`src/rtl/rc5_stream_ctrl_if.sv`:
```
// Stream bundle for rc5_stream_ctrl: input block channel (s_*) and result channel (m_*).
interface rc5_stream_ctrl_if;
    logic        s_valid;
    logic        s_ready;
    logic [31:0] s_data;
    logic        s_decrypt;
    logic        m_valid;
    logic        m_ready;
    logic [31:0] m_data;

    // Upstream/downstream side: produces blocks, consumes results.
    modport master (
        output s_valid, s_data, s_decrypt, m_ready,
        input  s_ready, m_valid, m_data
    );

    // Controller side.
    modport slave (
        input  s_valid, s_data, s_decrypt, m_ready,
        output s_ready, m_valid, m_data
    );
endinterface

```
`src/rtl/rc5_stream_ctrl.sv`:
```
// Valid/ready streaming wrapper around the rc5 core with a 2-entry result buffer.
// Define RC5_CBC_EN for CBC chaining through a 32-bit chain register; default build is ECB.
module rc5_stream_ctrl #(
    parameter int unsigned TIMEOUT_CYCLES = 1023
) (
    input  logic             clk,
    input  logic             rst,
    rc5_stream_ctrl_if.slave st,
    output logic             busy,
    output logic             timeout_err,
    input  logic             err_clr,
    input  logic [31:0]      iv,
    input  logic             iv_load,
    input  logic             key_ready,
    output logic             rc5_start_enc,
    output logic             rc5_start_dec,
    output logic [31:0]      rc5_d_in,
    input  logic [31:0]      rc5_d_out,
    input  logic             rc5_done
);
    localparam int unsigned DW    = 32;
    localparam int unsigned CNT_W = $clog2(TIMEOUT_CYCLES + 1);
    localparam logic [CNT_W-1:0] CNT_LAST = CNT_W'(TIMEOUT_CYCLES - 1);

    localparam logic [1:0] IDLE  = 2'd0;
    localparam logic [1:0] ISSUE = 2'd1;
    localparam logic [1:0] WAIT  = 2'd2;

    logic [1:0]       state;
    logic [1:0]       state_nxt;
    logic [CNT_W-1:0] cnt;
    logic [DW-1:0]    obuf [2];
    logic             wr_ptr;
    logic             rd_ptr;
    logic [1:0]       count;
    logic             accept;
    logic             push;
    logic             pop;
    logic             done_ok;
    logic             tmo;
    logic             hold_off;
    logic [DW-1:0]    result;
    logic [DW-1:0]    load_word;

`ifdef RC5_CBC_EN
    logic [DW-1:0] chain;
    logic [DW-1:0] cipher;
    logic          mode;

    // An iv load in IDLE wins over a block acceptance that cycle.
    assign hold_off  = iv_load;
    assign load_word = st.s_decrypt ? st.s_data : (st.s_data ^ chain);
    assign result    = mode ? (rc5_d_out ^ chain) : rc5_d_out;

    // Chain register: iv load, else advance on a completed block (timeouts leave it alone).
    always_ff @(posedge clk or posedge rst) begin
        if (rst) begin
            chain  <= '0;
            cipher <= '0;
            mode   <= 1'b0;
        end else begin
            if (accept) begin
                mode   <= st.s_decrypt;
                cipher <= st.s_data;
            end
            if ((state == IDLE) && iv_load) begin
                chain <= iv;
            end else if (push) begin
                chain <= mode ? cipher : rc5_d_out;
            end
        end
    end
`else
    logic unused_iv;

    assign hold_off  = 1'b0;
    assign load_word = st.s_data;
    assign result    = rc5_d_out;
    assign unused_iv = ^{iv, iv_load};
`endif

    assign st.s_ready = ~rst & (state == IDLE) & key_ready & (count < 2'd2) & ~hold_off;
    assign accept     = st.s_valid & st.s_ready;
    assign pop        = st.m_valid & st.m_ready;
    // A done on the first WAIT cycle belongs to a previous operation.
    assign done_ok    = (state == WAIT) & rc5_done & (cnt != '0);
    assign tmo        = (state == WAIT) & ~done_ok & (cnt == CNT_LAST);
    assign push       = done_ok;

    assign st.m_valid = (count != 2'd0);
    assign st.m_data  = obuf[rd_ptr];
    assign busy       = (state != IDLE) | (count != 2'd0);

    always_ff @(posedge clk or posedge rst) begin
        if (rst) begin
            state <= IDLE;
        end else begin
            state <= state_nxt;
        end
    end

    always_comb begin
        state_nxt = state;
        case (state)
            IDLE:    if (accept) state_nxt = ISSUE;
            ISSUE:   state_nxt = WAIT;
            WAIT:    if (done_ok || tmo) state_nxt = IDLE;
            default: state_nxt = IDLE;
        endcase
    end

    // Start pulses, operand hold, wait counter, result FIFO and sticky error.
    always_ff @(posedge clk or posedge rst) begin
        if (rst) begin
            rc5_start_enc <= 1'b0;
            rc5_start_dec <= 1'b0;
            rc5_d_in      <= '0;
            cnt           <= '0;
            obuf[0]       <= '0;
            obuf[1]       <= '0;
            wr_ptr        <= 1'b0;
            rd_ptr        <= 1'b0;
            count         <= 2'd0;
            timeout_err   <= 1'b0;
        end else begin
            rc5_start_enc <= accept & ~st.s_decrypt;
            rc5_start_dec <= accept & st.s_decrypt;
            if (accept) begin
                rc5_d_in <= load_word;
            end
            if (state == ISSUE) begin
                cnt <= '0;
            end else if (state == WAIT) begin
                cnt <= cnt + CNT_W'(1);
            end
            if (push) begin
                obuf[wr_ptr] <= result;
                wr_ptr       <= ~wr_ptr;
            end
            if (pop) begin
                rd_ptr <= ~rd_ptr;
            end
            if (push && !pop) begin
                count <= count + 2'd1;
            end else if (pop && !push) begin
                count <= count - 2'd1;
            end
            if (tmo) begin
                timeout_err <= 1'b1;
            end else if (err_clr) begin
                timeout_err <= 1'b0;
            end
        end
    end
endmodule
```
`src/flat_wrapper.sv`:
```
// flat-port wrapper written by rule: the top's interface ports become plain ports
module rc5_stream_ctrl_flat 
#(
    parameter int unsigned TIMEOUT_CYCLES = 1023
)
  (clk, rst, busy, timeout_err, err_clr, iv, iv_load, key_ready, rc5_start_enc, rc5_start_dec, rc5_d_in, rc5_d_out, rc5_done, st_s_valid, st_s_data, st_s_decrypt, st_m_ready, st_s_ready, st_m_valid, st_m_data);
  rc5_stream_ctrl_if st_i ();
  input  logic clk;
  input  logic rst;
  output logic busy;
  output logic timeout_err;
  input  logic err_clr;
  input  logic [31:0] iv;
  input  logic iv_load;
  input  logic key_ready;
  output logic rc5_start_enc;
  output logic rc5_start_dec;
  output logic [31:0] rc5_d_in;
  input  logic [31:0] rc5_d_out;
  input  logic rc5_done;
  input wire logic [$bits(st_i.s_valid)-1:0] st_s_valid;
  input wire logic [$bits(st_i.s_data)-1:0] st_s_data;
  input wire logic [$bits(st_i.s_decrypt)-1:0] st_s_decrypt;
  input wire logic [$bits(st_i.m_ready)-1:0] st_m_ready;
  output wire logic [$bits(st_i.s_ready)-1:0] st_s_ready;
  output wire logic [$bits(st_i.m_valid)-1:0] st_m_valid;
  output wire logic [$bits(st_i.m_data)-1:0] st_m_data;
  assign st_i.s_valid = st_s_valid;
  assign st_i.s_data = st_s_data;
  assign st_i.s_decrypt = st_s_decrypt;
  assign st_i.m_ready = st_m_ready;
  assign st_s_ready = st_i.s_ready;
  assign st_m_valid = st_i.m_valid;
  assign st_m_data = st_i.m_data;
  rc5_stream_ctrl #(.TIMEOUT_CYCLES(TIMEOUT_CYCLES)) u_core (.clk(clk), .rst(rst), .st(st_i), .busy(busy), .timeout_err(timeout_err), .err_clr(err_clr), .iv(iv), .iv_load(iv_load), .key_ready(key_ready), .rc5_start_enc(rc5_start_enc), .rc5_start_dec(rc5_start_dec), .rc5_d_in(rc5_d_in), .rc5_d_out(rc5_d_out), .rc5_done(rc5_done));
endmodule
```
`config.mk`:
```
export PLATFORM = sky130hd
export DESIGN_NAME = rc5_stream_ctrl_flat
export DESIGN_NICKNAME = d
export VERILOG_FILES = /design/src/rtl/rc5_stream_ctrl_if.sv /design/src/rtl/rc5_stream_ctrl.sv /design/src/flat_wrapper.sv
export SDC_FILE = /design/constraint.sdc
export NUM_CORES = 1
export LEC_CHECK = 0
export ABC_AREA = 1
export CORE_UTILIZATION = 45
export DETAILED_ROUTE_END_ITERATION = 8
export HOLD_SLACK_MARGIN = 0.03
export PLACE_DENSITY = 0.91
export SYNTH_ARGS = -nofsm -noshare
export SYNTH_HDL_FRONTEND = slang
export SYNTH_SLANG_ARGS = --single-unit
```
`constraint.sdc`:
```
create_clock -name clk -period 5 [get_ports clk]
set_input_delay 1 -clock clk [delete_from_list [all_inputs] [get_ports clk]]
set_output_delay 1 -clock clk [all_outputs]
set_load 0.01 [all_outputs]
```
==> impl_metrics.prom, run 1 <==
# TYPE chip_impl_metric gauge
chip_impl_info{name="timing_worst_setup_path_type",value="primary input to primary output"} 1
chip_impl_info{name="synth_area_leader_cell",value="sky130_fd_sc_hd__dfrtp_1"} 1
chip_impl_metric{name="setup_slack",unit="ns"} 1.65
chip_impl_metric{name="detail_route.drc_violations",unit=""} 0
chip_impl_info{name="worst_hold_path.endpoint",value="u_core.count[0]"} 1
chip_impl_metric{name="wire_per_inst",unit="microns"} 15.5
chip_impl_metric{name="report.final.slew_viol_count",unit=""} 0
chip_impl_metric{name="synth_warnings",unit=""} 0
chip_impl_metric{name="clock_skew",unit="ns"} 0.00715
chip_impl_metric{name="placement.io_buffers",unit=""} 141
chip_impl_info{name="cts_tree",value="done"} 1
chip_impl_metric{name="vdd.ir_drop.worst",unit="mV"} 0.385
chip_impl_metric{name="first_global_vias",unit=""} 4399
chip_impl_metric{name="hold_viol",unit=""} 0
chip_impl_metric{name="p_leak",unit="nW"} 3.45
chip_impl_metric{name="die_area",unit="sq um"} 11900
chip_impl_metric{name="core_region_area",unit="sq um"} 11000
chip_impl_metric{name="drtIter0Drc",unit=""} 277
chip_impl_metric{name="die_w",unit="microns"} 109
chip_impl_metric{name="power-per-cell-area",unit="nW/um^2"} 650
chip_impl_metric{name="clock_tree.buffer_depth",unit=""} 2
chip_impl_info{name="synthMostInstantiatedCell",value="sky130_fd_sc_hd__nand2_1"} 1
chip_impl_metric{name="initial_core_util",unit="%"} 46.9
chip_impl_metric{name="fillers",unit=""} 868
chip_impl_metric{name="routed_wirelength",unit="mm"} 12.9
chip_impl_metric{name="timing.hold.worst_path_depth",unit=""} 1
chip_impl_metric{name="r2r_cells",unit=""} 7
chip_impl_info{name="outcome",value="finished, final reports clean"} 1
chip_impl_metric{name="synth_edf_count",unit=""} 0
chip_impl_metric{name="final_nets",unit=""} 787
chip_impl_metric{name="syn_to_final_growth",unit="%"} 40.2
chip_impl_metric{name="drt_pass_1_iters",unit=""} 5
chip_impl_metric{name="synthesis.area",unit="sq um"} 5170
chip_impl_metric{name="num_io_pins",unit=""} 175
chip_impl_metric{name="layout.core_utilization",unit="%"} 65.7
chip_impl_info{name="yosys-top-cells-count",value="sky130_fd_sc_hd__nand2_1 (154), sky130_fd_sc_hd__dfrtp_1 (115), sky130_fd_sc_hd__o21ai_0 (98), sky130_fd_sc_hd__inv_1 (53), sky130_fd_sc_hd__mux2_4 (27)"} 1
chip_impl_metric{name="path_clk_slew",unit="ns"} 0.05
chip_impl_metric{name="cts-resized-gates",unit=""} 0
chip_impl_metric{name="setup_total_negative_slack",unit="ns"} 0
chip_impl_metric{name="synth.lib_cells_used.distinct",unit=""} 31
chip_impl_metric{name="htree_levels",unit=""} 4
chip_impl_metric{name="num_antenna_cells",unit=""} 0
chip_impl_metric{name="timing.critical_path.arrival",unit="ns"} 2.35
chip_impl_metric{name="post_route_cells_drive_above_1_share",unit="%"} 11.2
chip_impl_info{name="setup.worst_path.start_class",value="primary input"} 1
chip_impl_metric{name="r2r_slack",unit="ns"} 2.39
chip_impl_metric{name="sink_count",unit=""} 115
chip_impl_metric{name="synth.net_count",unit=""} 651
chip_impl_metric{name="setup_viol",unit=""} 0
chip_impl_metric{name="grt_start_max_net_pins",unit=""} 84
chip_impl_info{name="synth.top_cells.by_area",value="sky130_fd_sc_hd__dfrtp_1 (56%), sky130_fd_sc_hd__nand2_1 (11%), sky130_fd_sc_hd__o21ai_0 (9.5%), sky130_fd_sc_hd__mux2_4 (7.8%), sky130_fd_sc_hd__inv_1 (3.8%)"} 1
chip_impl_metric{name="cts_hold_buf",unit=""} 0
chip_impl_metric{name="post-route-min-period",unit="ns"} 3.35
chip_impl_metric{name="synth_top_area_share",unit="%"} 55.7
chip_impl_info{name="worst_setup_path_startpoint",value="rst"} 1
chip_impl_metric{name="num_rows",unit=""} 38
chip_impl_metric{name="grt_pass1_wl",unit="mm"} 21.0
chip_impl_metric{name="timing.slew.headroom",unit="%"} 18.9
chip_impl_metric{name="postCtsSetupBuffers",unit=""} 0
chip_impl_info{name="worst_hold_path_type",value="flop to flop"} 1
chip_impl_metric{name="detailed_placement_hpwl",unit="mm"} 8.42
chip_impl_info{name="ys.flop_type",value="sky130_fd_sc_hd__dfrtp_1"} 1
chip_impl_metric{name="synth_seq_cells",unit=""} 115
chip_impl_info{name="rsz0062_at_grt",value="no"} 1
chip_impl_metric{name="synth_sequential_area_ratio",unit="%"} 55.7
chip_impl_info{name="rr_startpoint",value="u_core.state[0]"} 1
chip_impl_metric{name="crit_fanout",unit=""} 2
chip_impl_metric{name="num_vias",unit=""} 4207
chip_impl_info{name="r2r_end",value="u_core.obuf[58]"} 1
chip_impl_metric{name="clk-insertion-delay-late",unit="ns"} 0.42
chip_impl_info{name="root_buffer",value="sky130_fd_sc_hd__clkbuf_16"} 1
chip_impl_metric{name="finalWeightedCongestion",unit=""} 0.852
chip_impl_info{name="element_type_at_the_critical_path_end",value="primary output"} 1
chip_impl_metric{name="max_slew.worst_pin.slew",unit="ns"} 1.21
chip_impl_metric{name="grt_antenna_before_repair",unit=""} 0
chip_impl_metric{name="required",unit="ns"} 4.00
chip_impl_metric{name="gr-total-overflow",unit=""} 0
chip_impl_metric{name="fmax",unit="MHz"} 299
chip_impl_metric{name="grt_usage",unit="%"} 23.3
chip_impl_metric{name="route.antenna.remaining_nets",unit=""} 0
chip_impl_metric{name="syn_inst",unit=""} 538
chip_impl_metric{name="fraction_of_synthesis_flops_using_an_asynchronous_set_or_reset_pin",unit="%"} 100
chip_impl_metric{name="die_y",unit="microns"} 109
chip_impl_metric{name="vias_per_cell",unit=""} 5.09
chip_impl_metric{name="syn_area_per_cell",unit="sq um"} 9.61
chip_impl_metric{name="maxCapViolations",unit=""} 0
chip_impl_info{name="worst_hold_startpoint",value="u_core.count[0]"} 1
chip_impl_metric{name="cts_made_buffers",unit=""} 17
chip_impl_metric{name="period_share",unit="%"} 66.9
chip_impl_metric{name="post_placement_setup_slack",unit="ns"} 1.64
per-layer routing:
metal / track usage, % / routed length (microns)
met1: 26.3 / 5100
met4: 11.0 / 331
met5: 0 / 0
met2: 41.2 / 6710
met3: 5.86 / 717
through the flow:
stage               power [W]  cell area, sq um  instances  hold slack [ns]
floorplan             0.00251              5170        538            0.446
global placement      0.00334              6620        795            0.461
detailed placement    0.00345              6620        795            0.484
CTS                   0.00473              7250        827            0.495
global route          0.00499              7250        827            0.519
finish                0.00471              7250        827            0.489
worst max path at each step:
stage,slack [ns],end
2_1_floorplan,0.96,u_core.cnt[0]
3_3_place_gp,1.67,st_s_ready
3_5_place_dp,1.64,u_core.obuf[49]
4_1_cts,1.62,st_m_data[18]
5_1_grt,1.50,st_m_data[18]
6_report,1.65,st_s_ready
state kept, by name (all words and copies together) (netlist names):
register / count
u_core.count: 2
u_core.obuf: 64
u_core.rc5_start_enc: 1
u_core.rd_ptr: 1
u_core.rc5_start_dec: 1
u_core.state: 2
u_core.rc5_d_in: 32
u_core.cnt: 10
u_core.timeout_err: 1
u_core.wr_ptr: 1
cells in the final DEF, fill, tap and decap left out, types with 2 or more instances in the layout:
cell type,netlist,routed
sky130_fd_sc_hd__nand2_1,154,154
sky130_fd_sc_hd__clkdlybuf4s50_1,0,141
sky130_fd_sc_hd__dfrtp_1,115,114
sky130_fd_sc_hd__o21ai_0,98,98
sky130_fd_sc_hd__inv_1,53,52
sky130_fd_sc_hd__mux2_4,27,27
sky130_fd_sc_hd__nor2_1,17,17
sky130_fd_sc_hd__clkbuf_16,0,17
sky130_fd_sc_hd__ha_1,8,8
sky130_fd_sc_hd__nand3_1,6,6
sky130_fd_sc_hd__clkinv_2,0,6
sky130_fd_sc_hd__mux2_2,5,5
sky130_fd_sc_hd__clkbuf_8,0,5
sky130_fd_sc_hd__nor3_1,4,4
sky130_fd_sc_hd__xor2_1,3,3
sky130_fd_sc_hd__a21oi_1,3,3
sky130_fd_sc_hd__bufinv_16,0,3
sky130_fd_sc_hd__inv_2,2,2
sky130_fd_sc_hd__nand2_4,2,2
sky130_fd_sc_hd__nor2_4,2,2
sky130_fd_sc_hd__xnor2_1,2,2
sky130_fd_sc_hd__o22ai_1,2,2
sky130_fd_sc_hd__buf_4,2,2
power breakdown:
part	switching, W	total [W]	internal, W
sequential	0.000274	0.00162	0.00135
combinational	0.000845	0.00182	0.000979
clock	0.000418	0.00126	0.000843
total	0.00154	0.00471	0.00317
layout make-up:
cell class	count	area, sq um	area share [%]
sequential	115	2880	39.7
tap	140	175	2.42
clock inverter	10	128	1.76
timing repair buffer	143	1430	19.7
clock buffer	22	494	6.82
multi-input combinational	342	1930	26.7
inverter	55	209	2.88
cells by family (layout without fill, tap and decap cells):
| group | after synthesis | in the layout | share of synthesized area (%) |
|---|---|---|---|
| compound gates | 105 | 105 | 10.2 |
| xor+xnor | 5 | 5 | 0.847 |
| fa+ha+maj | 8 | 8 | 1.94 |
| buf+inv | 81 | 230 | 6.92 |
| flops | 115 | 115 | 55.7 |
| mux | 33 | 33 | 9.12 |
| simple gates | 191 | 191 | 15.3 |
worst max-delay path: stages:
cell and delay [ns]:
sky130_fd_sc_hd__clkdlybuf4s50_1 0.50, sky130_fd_sc_hd__nor3_4 0.26, sky130_fd_sc_hd__clkdlybuf4s50_1 0.58
Power figures use the tool's default switching activity.
==> inputs of run 2 (changes only) <==
==> constraint.sdc (replaced) <==
create_clock -name clk -period 3.5 [get_ports clk]
set_input_delay 0.7 -clock clk [delete_from_list [all_inputs] [get_ports clk]]
set_output_delay 0.7 -clock clk [all_outputs]
set_load 0.01 [all_outputs]
==> run 2 against run 1 <==
  * Clock-buffer cell count up 2
  * Cell count up 0.12%
  * Combinational power up 43%
  * Cell area up 0.98%
  * Via count up 1.5%
  * Register-to-register slack worse by 1.1 ns
  * Worst hold slack worse by 0.011 ns
  * Total power up 46%
  * Sequential share of layout area down 0.39 points
  * Worst setup slack worse by 1.2 ns
  * Clock skew up 0.0019 ns
  * Critical path type is now flop to primary output
==> impl_metrics.prom, run 2 (synthesized netlist as in run 1, its figures left out) <==
# TYPE chip_impl_metric gauge
chip_impl_metric{name="grt_start_max_net_pins",unit=""} 66
chip_impl_metric{name="power.share.clock",unit="%"} 28.4
chip_impl_metric{name="clk-insertion-delay-late",unit="ns"} 0.41
chip_impl_metric{name="combined_area_of_the_multi_input_logic_cells",unit="sq um"} 1930
chip_impl_metric{name="detail_route.drc_violations",unit=""} 0
chip_impl_metric{name="largest_register_ffs",unit=""} 64
chip_impl_info{name="worst_hold_path_type",value="flop to flop"} 1
chip_impl_metric{name="die_y",unit="microns"} 109
chip_impl_metric{name="post_placement_setup_slack",unit="ns"} 0.780
chip_impl_metric{name="num_antenna_cells",unit=""} 0
chip_impl_metric{name="report.final.slew_viol_count",unit=""} 0
chip_impl_metric{name="postCtsSetupBuffers",unit=""} 0
chip_impl_metric{name="initial_core_util",unit="%"} 46.9
chip_impl_metric{name="required",unit="ns"} 2.80
chip_impl_metric{name="cts_hold_buf",unit=""} 0
chip_impl_metric{name="clock_skew",unit="ns"} 0.00907
chip_impl_metric{name="post_route_cells_drive_above_1_share",unit="%"} 11.0
chip_impl_metric{name="detailed_placement_hpwl",unit="mm"} 8.24
chip_impl_info{name="element_type_at_the_critical_path_end",value="primary output"} 1
chip_impl_metric{name="routed-wl-met3",unit="microns"} 790
chip_impl_metric{name="clock_tree.buffer_depth",unit=""} 2
chip_impl_metric{name="whs",unit="ns"} 0.478
chip_impl_metric{name="syn_to_final_growth",unit="%"} 41.5
chip_impl_info{name="reg_top3",value="u_core.obuf (64), u_core.rc5_d_in (32), u_core.cnt (10)"} 1
chip_impl_metric{name="finalWeightedCongestion",unit=""} 0.843
chip_impl_metric{name="power-per-cell-area",unit="nW/um^2"} 939
chip_impl_metric{name="die_area",unit="sq um"} 11900
chip_impl_metric{name="htree_levels",unit=""} 4
chip_impl_metric{name="fillers",unit=""} 827
chip_impl_metric{name="num_rows",unit=""} 38
chip_impl_metric{name="maxCapViolations",unit=""} 0
chip_impl_metric{name="cts-resized-gates",unit=""} 0
chip_impl_metric{name="path_buf_inv",unit=""} 1
chip_impl_metric{name="path_clk_slew",unit="ns"} 0.05
chip_impl_metric{name="num_io_pins",unit=""} 175
chip_impl_metric{name="crit_fanout",unit=""} 65
chip_impl_metric{name="num_vias",unit=""} 4270
chip_impl_metric{name="p_leak",unit="nW"} 3.47
chip_impl_metric{name="die_w",unit="microns"} 109
chip_impl_metric{name="drtIter0Drc",unit=""} 336
chip_impl_metric{name="drt-met1-wl",unit="mm"} 5.28
chip_impl_metric{name="power_switching_share",unit="%"} 31.8
chip_impl_metric{name="critical_path.max_stage_delay",unit="ns"} 1.03
chip_impl_metric{name="timing.critical_path.arrival",unit="ns"} 2.37
chip_impl_info{name="final_cell_mix",value="sky130_fd_sc_hd__nand2_1 (154), sky130_fd_sc_hd__clkdlybuf4s50_1 (141), sky130_fd_sc_hd__dfrtp_1 (114)"} 1
chip_impl_metric{name="grt_antenna_before_repair",unit=""} 0
chip_impl_metric{name="routed_wirelength",unit="mm"} 12.9
chip_impl_metric{name="max_slew.worst_pin.slew",unit="ns"} 1.05
chip_impl_metric{name="final_nets",unit=""} 788
chip_impl_metric{name="register_area",unit="sq um"} 2880
chip_impl_metric{name="placement.io_buffers",unit=""} 141
chip_impl_metric{name="cts_made_buffers",unit=""} 17
chip_impl_metric{name="pwr-share-seq",unit="%"} 33.7
chip_impl_info{name="rsz0062_at_grt",value="no"} 1
chip_impl_info{name="largest_delay_share_family_worst_path",value="flip-flops"} 1
chip_impl_metric{name="comb_power_share",unit="%"} 37.9
chip_impl_metric{name="routed-wl-met2",unit="mm"} 6.62
chip_impl_metric{name="grt_pass1_wl",unit="mm"} 20.9
chip_impl_info{name="most_common_cell_after_layout_fill_and_taps_aside",value="sky130_fd_sc_hd__nand2_1"} 1
chip_impl_metric{name="fmax",unit="MHz"} 326
chip_impl_metric{name="drt_pass_1_iters",unit=""} 5
chip_impl_metric{name="setup_slack",unit="ns"} 0.432
chip_impl_info{name="largest-register",value="u_core.obuf"} 1
chip_impl_info{name="cell_type_of_the_slowest_stage_on_the_worst_timing_path",value="sky130_fd_sc_hd__dfrtp_2"} 1
chip_impl_info{name="root_buffer",value="sky130_fd_sc_hd__clkbuf_16"} 1
chip_impl_metric{name="cellInternalPower",unit="W"} 0.00468
chip_impl_metric{name="vdd.ir_drop.worst",unit="mV"} 0.519
chip_impl_info{name="worstPathCellList",value="nand2_1 -> o21ai_0 -> clkdlybuf4s50_1"} 1
chip_impl_metric{name="p_sw",unit="W"} 0.00219
chip_impl_metric{name="vias_per_cell",unit=""} 5.16
chip_impl_metric{name="core_region_area",unit="sq um"} 11000
chip_impl_metric{name="setup_total_negative_slack",unit="ns"} 0
chip_impl_info{name="setup.worst_path.start_class",value="flop"} 1
chip_impl_metric{name="hold_viol",unit=""} 0
chip_impl_metric{name="grt_usage",unit="%"} 23.1
chip_impl_metric{name="post-route-min-period",unit="ns"} 3.07
chip_impl_metric{name="route.antenna.remaining_nets",unit=""} 0
chip_impl_metric{name="sink_count",unit=""} 115
chip_impl_metric{name="wire_per_inst",unit="microns"} 15.6
chip_impl_info{name="top_layer",value="met4"} 1
chip_impl_metric{name="timing.slew.headroom",unit="%"} 30.0
chip_impl_info{name="outcome",value="finished, final reports clean"} 1
chip_impl_info{name="timing_worst_setup_path_type",value="flop to primary output"} 1
chip_impl_metric{name="period_share",unit="%"} 87.7
chip_impl_metric{name="gr-total-overflow",unit=""} 0
chip_impl_metric{name="setup_viol",unit=""} 0
chip_impl_metric{name="first_global_vias",unit=""} 4429
chip_impl_info{name="cts_tree",value="done"} 1
==> run 2: changes by cell type in the layout (fill, tap and decap cells not counted) <==
cell | before | now
sky130_fd_sc_hd__buf_12 | 0 | 1
sky130_fd_sc_hd__clkinvlp_4 | 1 | 3
sky130_fd_sc_hd__clkbuf_1 | 0 | 2
sky130_fd_sc_hd__inv_4 | 1 | 0
sky130_fd_sc_hd__bufinv_16 | 3 | 5
sky130_fd_sc_hd__clkinv_2 | 6 | 1
==> run 2: final timing paths <==
check / end / cells after the start / slack [ns] / startpoint
max: st_m_data[17] / 3 / 0.43 / u_core.rd_ptr
max reg2reg: u_core.count[1] / 11 / 1.27 / u_core.cnt[0]
max in group asynchronous: u_core.rd_ptr / 3 / 1.85 / rst
min in group asynchronous: u_core.state[1] / 2 / 0.84 / rst
min reg2reg: u_core.count[0] / 1 / 0.48 / u_core.count[0]
min: u_core.count[0] / 1 / 0.48 / u_core.count[0]
==> run 2: area by class of cell <==
| class | instances | area share [%] |
|---|---|---|
| multi-input cells | 342 | 26.4 |
| flip-flops and latches | 115 | 39.3 |
| inverters | 55 | 2.87 |
| well taps | 140 | 2.39 |
| repair buffers | 144 | 19.8 |
| clock buffers | 24 | 6.86 |
| clock inverters | 8 | 2.33 |
==> run 2: per-stage QoR <==
| stage | power, W | utilization (%) | instance area [sq um] | cells |
|---|---|---|---|---|
| 3_5_place_dp | 0.00492 | 60.2 | 6650 | 796 |
| 4_1_cts | 0.00692 | 66.3 | 7320 | 828 |
| 6_report | 0.00687 | 66.3 | 7320 | 828 |
| 5_1_grt | 0.00731 | 66.3 | 7320 | 828 |
| 2_1_floorplan | 0.00359 | - | 5170 | 538 |
| 3_3_place_gp | 0.00478 | 60.2 | 6650 | 796 |
==> run 2: power groups by stage <==
stage	registers, W	clock network (W)	logic (W)
after floorplan	0.00225	0	0.00134
after global placement	0.00228	0	0.00249
after detailed placement	0.00233	0	0.00258
after CTS	0.00232	0.00197	0.00263
after global routing	0.00239	0.00204	0.00287
final	0.00232	0.00195	0.00260
==> run 2: layer usage <==
metal  global-route usage [%]  vias up
met3                     5.32       26
li1                         -     1996
met5                        0        -
met4                     9.33        0
met2                     40.6      162
met1                     27.2     2086
==> inputs of run 3 (changes only) <==
--- a/config.mk
+++ b/config.mk
@@ -6,10 +6,11 @@
 export NUM_CORES = 1
 export LEC_CHECK = 0
 export ABC_AREA = 1
+export CAP_MARGIN = 20
 export CORE_UTILIZATION = 45
 export DETAILED_ROUTE_END_ITERATION = 8
-export HOLD_SLACK_MARGIN = 0.03
 export PLACE_DENSITY = 0.91
+export RECOVER_POWER = 100
 export SYNTH_ARGS = -nofsm -noshare
 export SYNTH_HDL_FRONTEND = slang
 export SYNTH_SLANG_ARGS = --single-unit
==> run 3 against run 2 <==
  * Total power is 5.1% lower
  * Register-to-register slack worse by 0.73 ns
  * Clock power hardly changed
  * First-iteration DRC count is 6.8% lower
  * Sequential share of layout area is 0.80 points higher
  * Maximum frequency is 1.9% lower
  * Sequential cell count stayed put
  * Critical endpoint unchanged
  * Worst setup slack worse by 0.058 ns
  * Critical path depth stayed put
  * Cell area is 2.0% lower
  * Clock skew is 0.00072 ns lower
==> impl_metrics.prom, run 3 (synthesized netlist as in run 1, its figures left out) <==
# TYPE chip_impl_metric gauge
chip_impl_info{name="outcome",value="finished, final reports clean"} 1
chip_impl_metric{name="crit_fanout",unit=""} 65
chip_impl_metric{name="num_rows",unit=""} 38
chip_impl_metric{name="num_antenna_cells",unit=""} 0
chip_impl_info{name="most_common_cell_after_layout_fill_and_taps_aside",value="sky130_fd_sc_hd__nand2_1"} 1
chip_impl_metric{name="die_w",unit="microns"} 109
chip_impl_metric{name="post_route_cells_drive_above_1_share",unit="%"} 6.69
chip_impl_info{name="timing_worst_setup_path_type",value="flop to primary output"} 1
chip_impl_metric{name="cts-resized-gates",unit=""} 0
chip_impl_info{name="element_type_at_the_critical_path_end",value="primary output"} 1
chip_impl_metric{name="clock_skew",unit="ns"} 0.00835
chip_impl_metric{name="num_io_pins",unit=""} 175
chip_impl_info{name="final_cell_mix",value="sky130_fd_sc_hd__nand2_1 (156), sky130_fd_sc_hd__dfrtp_1 (114), sky130_fd_sc_hd__o21ai_0 (99)"} 1
chip_impl_metric{name="gr-total-overflow",unit=""} 0
chip_impl_metric{name="layout.core_utilization",unit="%"} 65.0
chip_impl_metric{name="postCtsSetupBuffers",unit=""} 0
chip_impl_metric{name="final_nets",unit=""} 788
chip_impl_metric{name="drtIter0Drc",unit=""} 313
chip_impl_metric{name="die_area",unit="sq um"} 11900
chip_impl_metric{name="period_share",unit="%"} 89.3
chip_impl_metric{name="route.antenna.remaining_nets",unit=""} 0
chip_impl_metric{name="p_leak",unit="nW"} 3.40
chip_impl_metric{name="power_switching_share",unit="%"} 32.7
chip_impl_metric{name="total_power",unit="W"} 0.00652
chip_impl_metric{name="cts_hold_buf",unit=""} 0
chip_impl_metric{name="vdd.ir_drop.worst",unit="mV"} 0.482
chip_impl_metric{name="fillers",unit=""} 853
chip_impl_info{name="setup.worst_path.start_class",value="flop"} 1
chip_impl_metric{name="max_slew.worst_pin.slew",unit="ns"} 1.45
chip_impl_metric{name="drt_pass_1_iters",unit=""} 5
chip_impl_metric{name="routed_wirelength",unit="mm"} 12.8
chip_impl_metric{name="setup_viol",unit=""} 0
chip_impl_metric{name="detailed_placement_hpwl",unit="mm"} 8.24
chip_impl_metric{name="core_region_area",unit="sq um"} 11000
chip_impl_metric{name="htree_levels",unit=""} 4
chip_impl_metric{name="fmax",unit="MHz"} 320
chip_impl_metric{name="setup_slack",unit="ns"} 0.374
chip_impl_metric{name="num_vias",unit=""} 4250
chip_impl_metric{name="power-per-cell-area",unit="nW/um^2"} 909
chip_impl_metric{name="required",unit="ns"} 2.80
chip_impl_metric{name="grt_start_max_net_pins",unit=""} 66
chip_impl_metric{name="placement.io_buffers",unit=""} 141
chip_impl_metric{name="clock_tree.buffer_depth",unit=""} 2
chip_impl_metric{name="hold_viol",unit=""} 0
chip_impl_metric{name="timing.critical_path.arrival",unit="ns"} 2.43
chip_impl_metric{name="report.final.slew_viol_count",unit=""} 0
chip_impl_metric{name="finalWeightedCongestion",unit=""} 0.843
chip_impl_metric{name="timing.slew.headroom",unit="%"} 3.38
chip_impl_metric{name="wire_per_inst",unit="microns"} 15.4
chip_impl_metric{name="cts_made_buffers",unit=""} 17
chip_impl_metric{name="die_y",unit="microns"} 109
chip_impl_metric{name="comb_power_share",unit="%"} 34.8
chip_impl_metric{name="post-route-min-period",unit="ns"} 3.13
chip_impl_metric{name="p_sw",unit="W"} 0.00213
chip_impl_metric{name="cellInternalPower",unit="W"} 0.00438
chip_impl_metric{name="clk-insertion-delay-late",unit="ns"} 0.41
chip_impl_metric{name="syn_to_final_growth",unit="%"} 38.7
chip_impl_metric{name="grt_antenna_before_repair",unit=""} 0
chip_impl_metric{name="post_placement_setup_slack",unit="ns"} 0.780
chip_impl_metric{name="grt_pass1_wl",unit="mm"} 20.9
chip_impl_info{name="cts_tree",value="done"} 1
chip_impl_metric{name="pwr-share-seq",unit="%"} 35.3
chip_impl_metric{name="detail_route.drc_violations",unit=""} 0
chip_impl_metric{name="vias_per_cell",unit=""} 5.13
chip_impl_info{name="largest-register",value="u_core.obuf"} 1
chip_impl_info{name="root_buffer",value="sky130_fd_sc_hd__clkbuf_16"} 1
chip_impl_metric{name="first_global_vias",unit=""} 4429
chip_impl_metric{name="maxCapViolations",unit=""} 0
chip_impl_info{name="reg_top3",value="u_core.obuf (64), u_core.rc5_d_in (32), u_core.cnt (10)"} 1
chip_impl_info{name="rsz0062_at_grt",value="no"} 1
chip_impl_metric{name="setup_total_negative_slack",unit="ns"} 0
chip_impl_metric{name="power.share.clock",unit="%"} 29.9
chip_impl_metric{name="grt_usage",unit="%"} 23.1
chip_impl_info{name="worst_hold_path_type",value="flop to flop"} 1
chip_impl_metric{name="path_clk_slew",unit="ns"} 0.05
chip_impl_metric{name="largest_register_ffs",unit=""} 64
chip_impl_metric{name="sink_count",unit=""} 115
chip_impl_metric{name="initial_core_util",unit="%"} 46.9
run 3: layout make-up:
| class | count | area, sq um | area share, % |
|---|---|---|---|
| clock buffer | 24 | 502 | 7.00 |
| clock inverter | 8 | 170 | 2.37 |
| inverter | 55 | 208 | 2.90 |
| multi-input combinational | 342 | 1810 | 25.2 |
| sequential | 115 | 2880 | 40.1 |
| tap | 140 | 175 | 2.44 |
| timing repair buffer | 144 | 1430 | 20.0 |
run 3: worst max-delay path, stage by stage, from the launching register on:
cell and delay [ns]:
sky130_fd_sc_hd__dfrtp_2 1.06, sky130_fd_sc_hd__nand2_1 0.16, sky130_fd_sc_hd__o21ai_0 0.15, sky130_fd_sc_hd__dlygate4sd3_1 0.65
run 3: power by group through the flow:
stage | registers [W] | logic (W) | clock network (W)
after detailed placement | 0.00233 | 0.00258 | 0
after floorplan | 0.00225 | 0.00134 | 0
final | 0.00230 | 0.00227 | 0.00195
after global placement | 0.00228 | 0.00249 | 0
after CTS | 0.00232 | 0.00263 | 0.00197
after global routing | 0.00238 | 0.00254 | 0.00204
run 3: per-stage QoR:
stage / cell area [sq um] / instances / hold slack (ns)
2_1_floorplan: 5170 / 538 / 0.446
3_3_place_gp: 6650 / 796 / 0.464
3_5_place_dp: 6650 / 796 / 0.466
4_1_cts: 7320 / 828 / 0.478
5_1_grt: 7170 / 828 / 0.505
6_report: 7170 / 828 / 0.477
run 3: worst paths after layout:
| check | startpoint | to | slack [ns] | cells past startpoint |
|---|---|---|---|---|
| worst max-delay path | u_core.rd_ptr | st_m_data[17] | 0.37 | 3 |
| worst min-delay path | u_core.count[0] | u_core.count[0] | 0.48 | 1 |
| worst max register to register | u_core.state[0] | u_core.obuf[18] | 0.54 | 8 |
| worst min register to register | u_core.count[0] | u_core.count[0] | 0.48 | 1 |
| max in group asynchronous | rst | u_core.rc5_d_in[4] | 0.92 | 3 |
| min in group asynchronous | rst | u_core.state[0] | 1.09 | 2 |
run 3: layer usage:
layer  up-vias  GRT usage (%)  share of wire [%]
met1      2081           27.2                 40
met5         -              0                  0
met2       144           40.6                 52
met4         0           9.33                1.9
li1       2000              -                  -
met3        25           5.32                5.3
==> variant 1 (config.mk and constraints of run 3) <==
The option `RC5_CBC_EN` is turned on by a define.
--- a/src/rtl/rc5_stream_ctrl.sv
+++ b/src/rtl/rc5_stream_ctrl.sv
@@ -1,5 +1,7 @@
 // Valid/ready streaming wrapper around the rc5 core with a 2-entry result buffer.
 // Define RC5_CBC_EN for CBC chaining through a 32-bit chain register; default build is ECB.
+`define RC5_CBC_EN
+
 module rc5_stream_ctrl #(
     parameter int unsigned TIMEOUT_CYCLES = 1023
 ) (
Behaviour: not the same (Yosys sat finds a counterexample within 4 cycles, from zero or initial values and one cycle with rst high).
==> variant 1 against run 3 <==
- non-clock buffer count increased by 48
- cell area increased by 60%
- sequential cell count increased by 65
- power increased by 46%
- clock skew decreased by 1.6 ps
- cell count increased by 84%
- combinational power increased by 80%
- sequential share of layout area decreased by 0.88 points
- die area increased by 71%
- synthesized area increased by 73%
- setup slack got worse by 69 ps
- sequential power increased by 52%
- clock power decreased by 2%
- wire length increased by 87%
- largest cell class unchanged
==> variant 1: results <==
set metrics [dict create \
    gr-usage-met1_pct 31.70 \
    wl_met3_mm 1.707 \
    swShare_pct 39.67 \
    crit_arrival_ps 2500 \
    status "finished, final reports clean" \
    place_ws_ps 688.8 \
    port_buffers 174 \
    dp_hpwl_mm 16.52 \
    drt_iter0_markers 735 \
    clock.fmax_mhz 312.9 \
    ys_types 26 \
    leakagePower_nw 5.473 \
    postPlaceCellArea_sq_um 11010 \
    finalPower_mw 9.495 \
    grt_pass1_wl_mm 38.09 \
    post_drt_via_cell_ratio 5.234 \
    grt_max_degree 171 \
    synth-xor-area-share_pct 3.624 \
    clk_latency_ps 430 \
    finClkSkew_ps 6.741 \
    worstRegToRegCells 7 \
    netlist_top_cells_area "dfrtp_1 (50%), nand2_1 (12%), o21ai_0 (9.0%)" \
    yosys-top-cells-count "nand2_1 (279), dfrtp_1 (180), o21ai_0 (161)" \
    whs_ps 475.2 \
    first_pass_iters 7 \
    powerComb_mw 4.08 \
    wirelength_mm 23.82 \
    path_max_fanout 34 \
    endpoint "st_m_data[25]" \
    wl_met2_mm 11.08 \
    r2r-end "u_core.obuf[59]" \
    yosysSeqAreaShare_pct 50.37 \
    groute.usage.overall_pct 24.31 \
    max_slew_margin_pct 4.049 \
    max_stage_delay_ps 730 \
    pwr_density_cell_nw_per_um2 827.4 \
    dp_cells 1489 \
]
variant 1: changes by cell type in the layout (fill, tap and decap cells not counted), sizes merged, moves of 5 or more:
| cell | run 3 | this run |
|---|---|---|
| xor2 | 3 | 35 |
| dfrtp | 115 | 180 |
| buf | 1 | 9 |
| nand2 | 156 | 280 |
| nor2 | 19 | 83 |
| clkdlybuf4s50 | 70 | 106 |
| a21oi | 3 | 101 |
| mux2 | 32 | 0 |
| inv | 54 | 88 |
| o21ai | 99 | 199 |
| nand3 | 7 | 12 |
| mux2i | 1 | 32 |
variant 1: cell families after synthesis:
kind of cell | Yosys count
mux | 32
buf+inv | 147
flops | 180
fa+ha+maj | 8
compound gates | 302
simple gates | 386
xor+xnor | 37
variant 1: cell type report:
class	instances	area share, %
clock buffers	20	3.980
clock inverters	12	1.123
inverters	87	2.857
multi-input cells	765	33.63
flip-flops and latches	180	39.26
well taps	265	2.889
repair buffers	192	16.26
==> variant 2 (config.mk and constraints of run 3) <==
Made on the original files. Register the input `key_ready` before use, with the module's reset. The logic sees it one clock later. The other inputs are not delayed to match.
--- a/src/rtl/rc5_stream_ctrl.sv
+++ b/src/rtl/rc5_stream_ctrl.sv
@@ -25,6 +25,16 @@
     localparam logic [1:0] IDLE  = 2'd0;
     localparam logic [1:0] ISSUE = 2'd1;
     localparam logic [1:0] WAIT  = 2'd2;
+
+    logic key_ready_q;
+
+    always_ff @(posedge clk or posedge rst) begin
+        if (rst) begin
+            key_ready_q <= '0;
+        end else begin
+            key_ready_q <= key_ready;
+        end
+    end
 
     logic [1:0]       state;
     logic [1:0]       state_nxt;
@@ -79,7 +89,7 @@
     assign unused_iv = ^{iv, iv_load};
 `endif
 
-    assign st.s_ready = ~rst & (state == IDLE) & key_ready & (count < 2'd2) & ~hold_off;
+    assign st.s_ready = ~rst & (state == IDLE) & key_ready_q & (count < 2'd2) & ~hold_off;
     assign accept     = st.s_valid & st.s_ready;
     assign pop        = st.m_valid & st.m_ready;
     // A done on the first WAIT cycle belongs to a previous operation.
Function: changed (Yosys sat finds a counterexample within 4 cycles, from zero or initial values and one cycle with rst high).
==> variant 2 against run 3 <==
- the flow now finishes with violations (capacitance limit, slew limit)
- synthesized area up 1.0%
- maximum frequency grew 8.4%
- non-clock buffer count rose by 1
- sequential cell count grew 1
- setup slack better by 240 ps
- core utilization decreased by 0.86 points
- cell area fell by 0.89%
- wire length is 1.1% higher
- power decreased by 5.7%
- critical path type is now reg -> reg
- synthesized cell count grew 1.1%
==> variant 2: results <==
set metrics [dict create \
    wl_per_cell_microns 15.50 \
    dp_hpwl_mm 8.500 \
    fill_cells 888 \
    clk_pin_slew_ps 50 \
    htreeDepth 4 \
    netlist_top_cells_area "dfrtp_1 (56%), nand2_1 (11%), mux2_4 (7.8%)" \
    grt_pass1_wl_mm 20.85 \
    drt_iter0_markers 357 \
    crit_arrival_ps 3210 \
    slew_violations 71 \
    critPathLaunch "u_core.cnt[0]" \
    grt_pass1_vias 4488 \
    synthesis.nets 657 \
    vias 4352 \
    port_buffers 141 \
    failed_checks "capacitance limit, slew limit" \
    postPlaceCellArea_sq_um 6703 \
    yosys-top-cells-count "nand2_1 (152), dfrtp_1 (116), o21ai_0 (72)" \
    drive_gt1_share_pct 6.647 \
    crit_family "simple AND/OR/NAND/NOR gates" \
    max_slew_margin_pct -13.60 \
    groute.usage.overall_pct 22.78 \
    leakagePower_nw 3.348 \
    drv_cap 1 \
    slowest_stage "nor2_2" \
    hold_path_startpoint "u_core.rc5_d_in[22]" \
    finClkSkew_ps 6.550 \
    ys_types 30 \
    path_max_fanout 37 \
    worstRegToRegCells 9 \
    cts_root_buffer "clkbuf_16" \
    gp_congestion 0.8624 \
    max_stage_delay_ps 1130 \
    grt_max_degree 71 \
    status "finished, violations left" \
    yosysSeqAreaShare_pct 55.58 \
    swShare_pct 34.30 \
]
## variant 2: cell types whose count changed in the layout (fill, tap and decap cells not counted), sizes merged, moves of 3 or more
cell           run 3  this run
a21oi              3         7
nand3              7        13
bufinv             5         1
nor2              19        16
clkinv             1         5
o21ai             99       104
## variant 2: layout make-up
type / count / area (sq um) / share of cell area (%)
Timing Repair Buffer: 145 / 1449 / 20.38
Multi-Input combinational cell: 347 / 1837 / 25.84
Inverter: 55 / 210.2 / 2.957
Clock inverter: 6 / 55.05 / 0.7745
Sequential cell: 116 / 2904 / 40.86
Clock buffer: 23 / 478.0 / 6.724
Tap cell: 140 / 175.2 / 2.464
## variant 2: path summary, 6_finish.rpt
| path | to | slack [ps] |
|---|---|---|
| max | u_core.obuf[14] | 620 |
| min | u_core.rc5_d_in[22] | 480 |
| max reg2reg | u_core.obuf[14] | 620 |
| min reg2reg | u_core.rc5_d_in[22] | 480 |
| max in group asynchronous | u_core.rd_ptr | 930 |
| min in group asynchronous | u_core.rc5_d_in[19] | 1220 |
## variant 2: cells by family after synthesis
family | Yosys count | synth area share, %
AO/OA/AOI/OAI | 112 | 10.76
XOR/XNOR | 3 | 0.5032
adder cells (fa/ha/maj) | 8 | 1.917
flip-flops | 116 | 55.58
buffers and inverters | 81 | 6.900
AND/OR/NAND/NOR | 192 | 15.50
multiplexers | 32 | 8.840
## variant 2: metrics by stage
step	hold slack, ps	worst slack, ps	utilization (%)	instances	power [mW]
2_1_floorplan	445.8	1387	-	544	3.602
3_3_place_gp	460.0	778.3	60.50	803	4.787
3_5_place_dp	484.2	742.3	60.50	803	4.936
4_1_cts	498.4	736.7	65.32	832	6.558
5_1_grt	498.3	388.7	64.16	832	6.552
6_report	483.4	617.1	64.16	832	6.143
## variant 2: power by group through the flow
stage	clock network (mW)	logic, mW	registers (mW)
after detailed placement	0	2.70	2.23
final	1.57	2.36	2.21
after global routing	1.66	2.62	2.27
after floorplan	0	1.36	2.24
after CTS	1.60	2.73	2.23
after global placement	0	2.60	2.19
## variant 2: per-layer routing
metal  up-vias  GRT usage, %  routed length (microns)
met2       182         40.34                     6782
li1       2024             -                        -
met3        39         6.935                      736
met1      2107         25.39                     5025
met5         -             0                        0
met4         0         9.429                      350
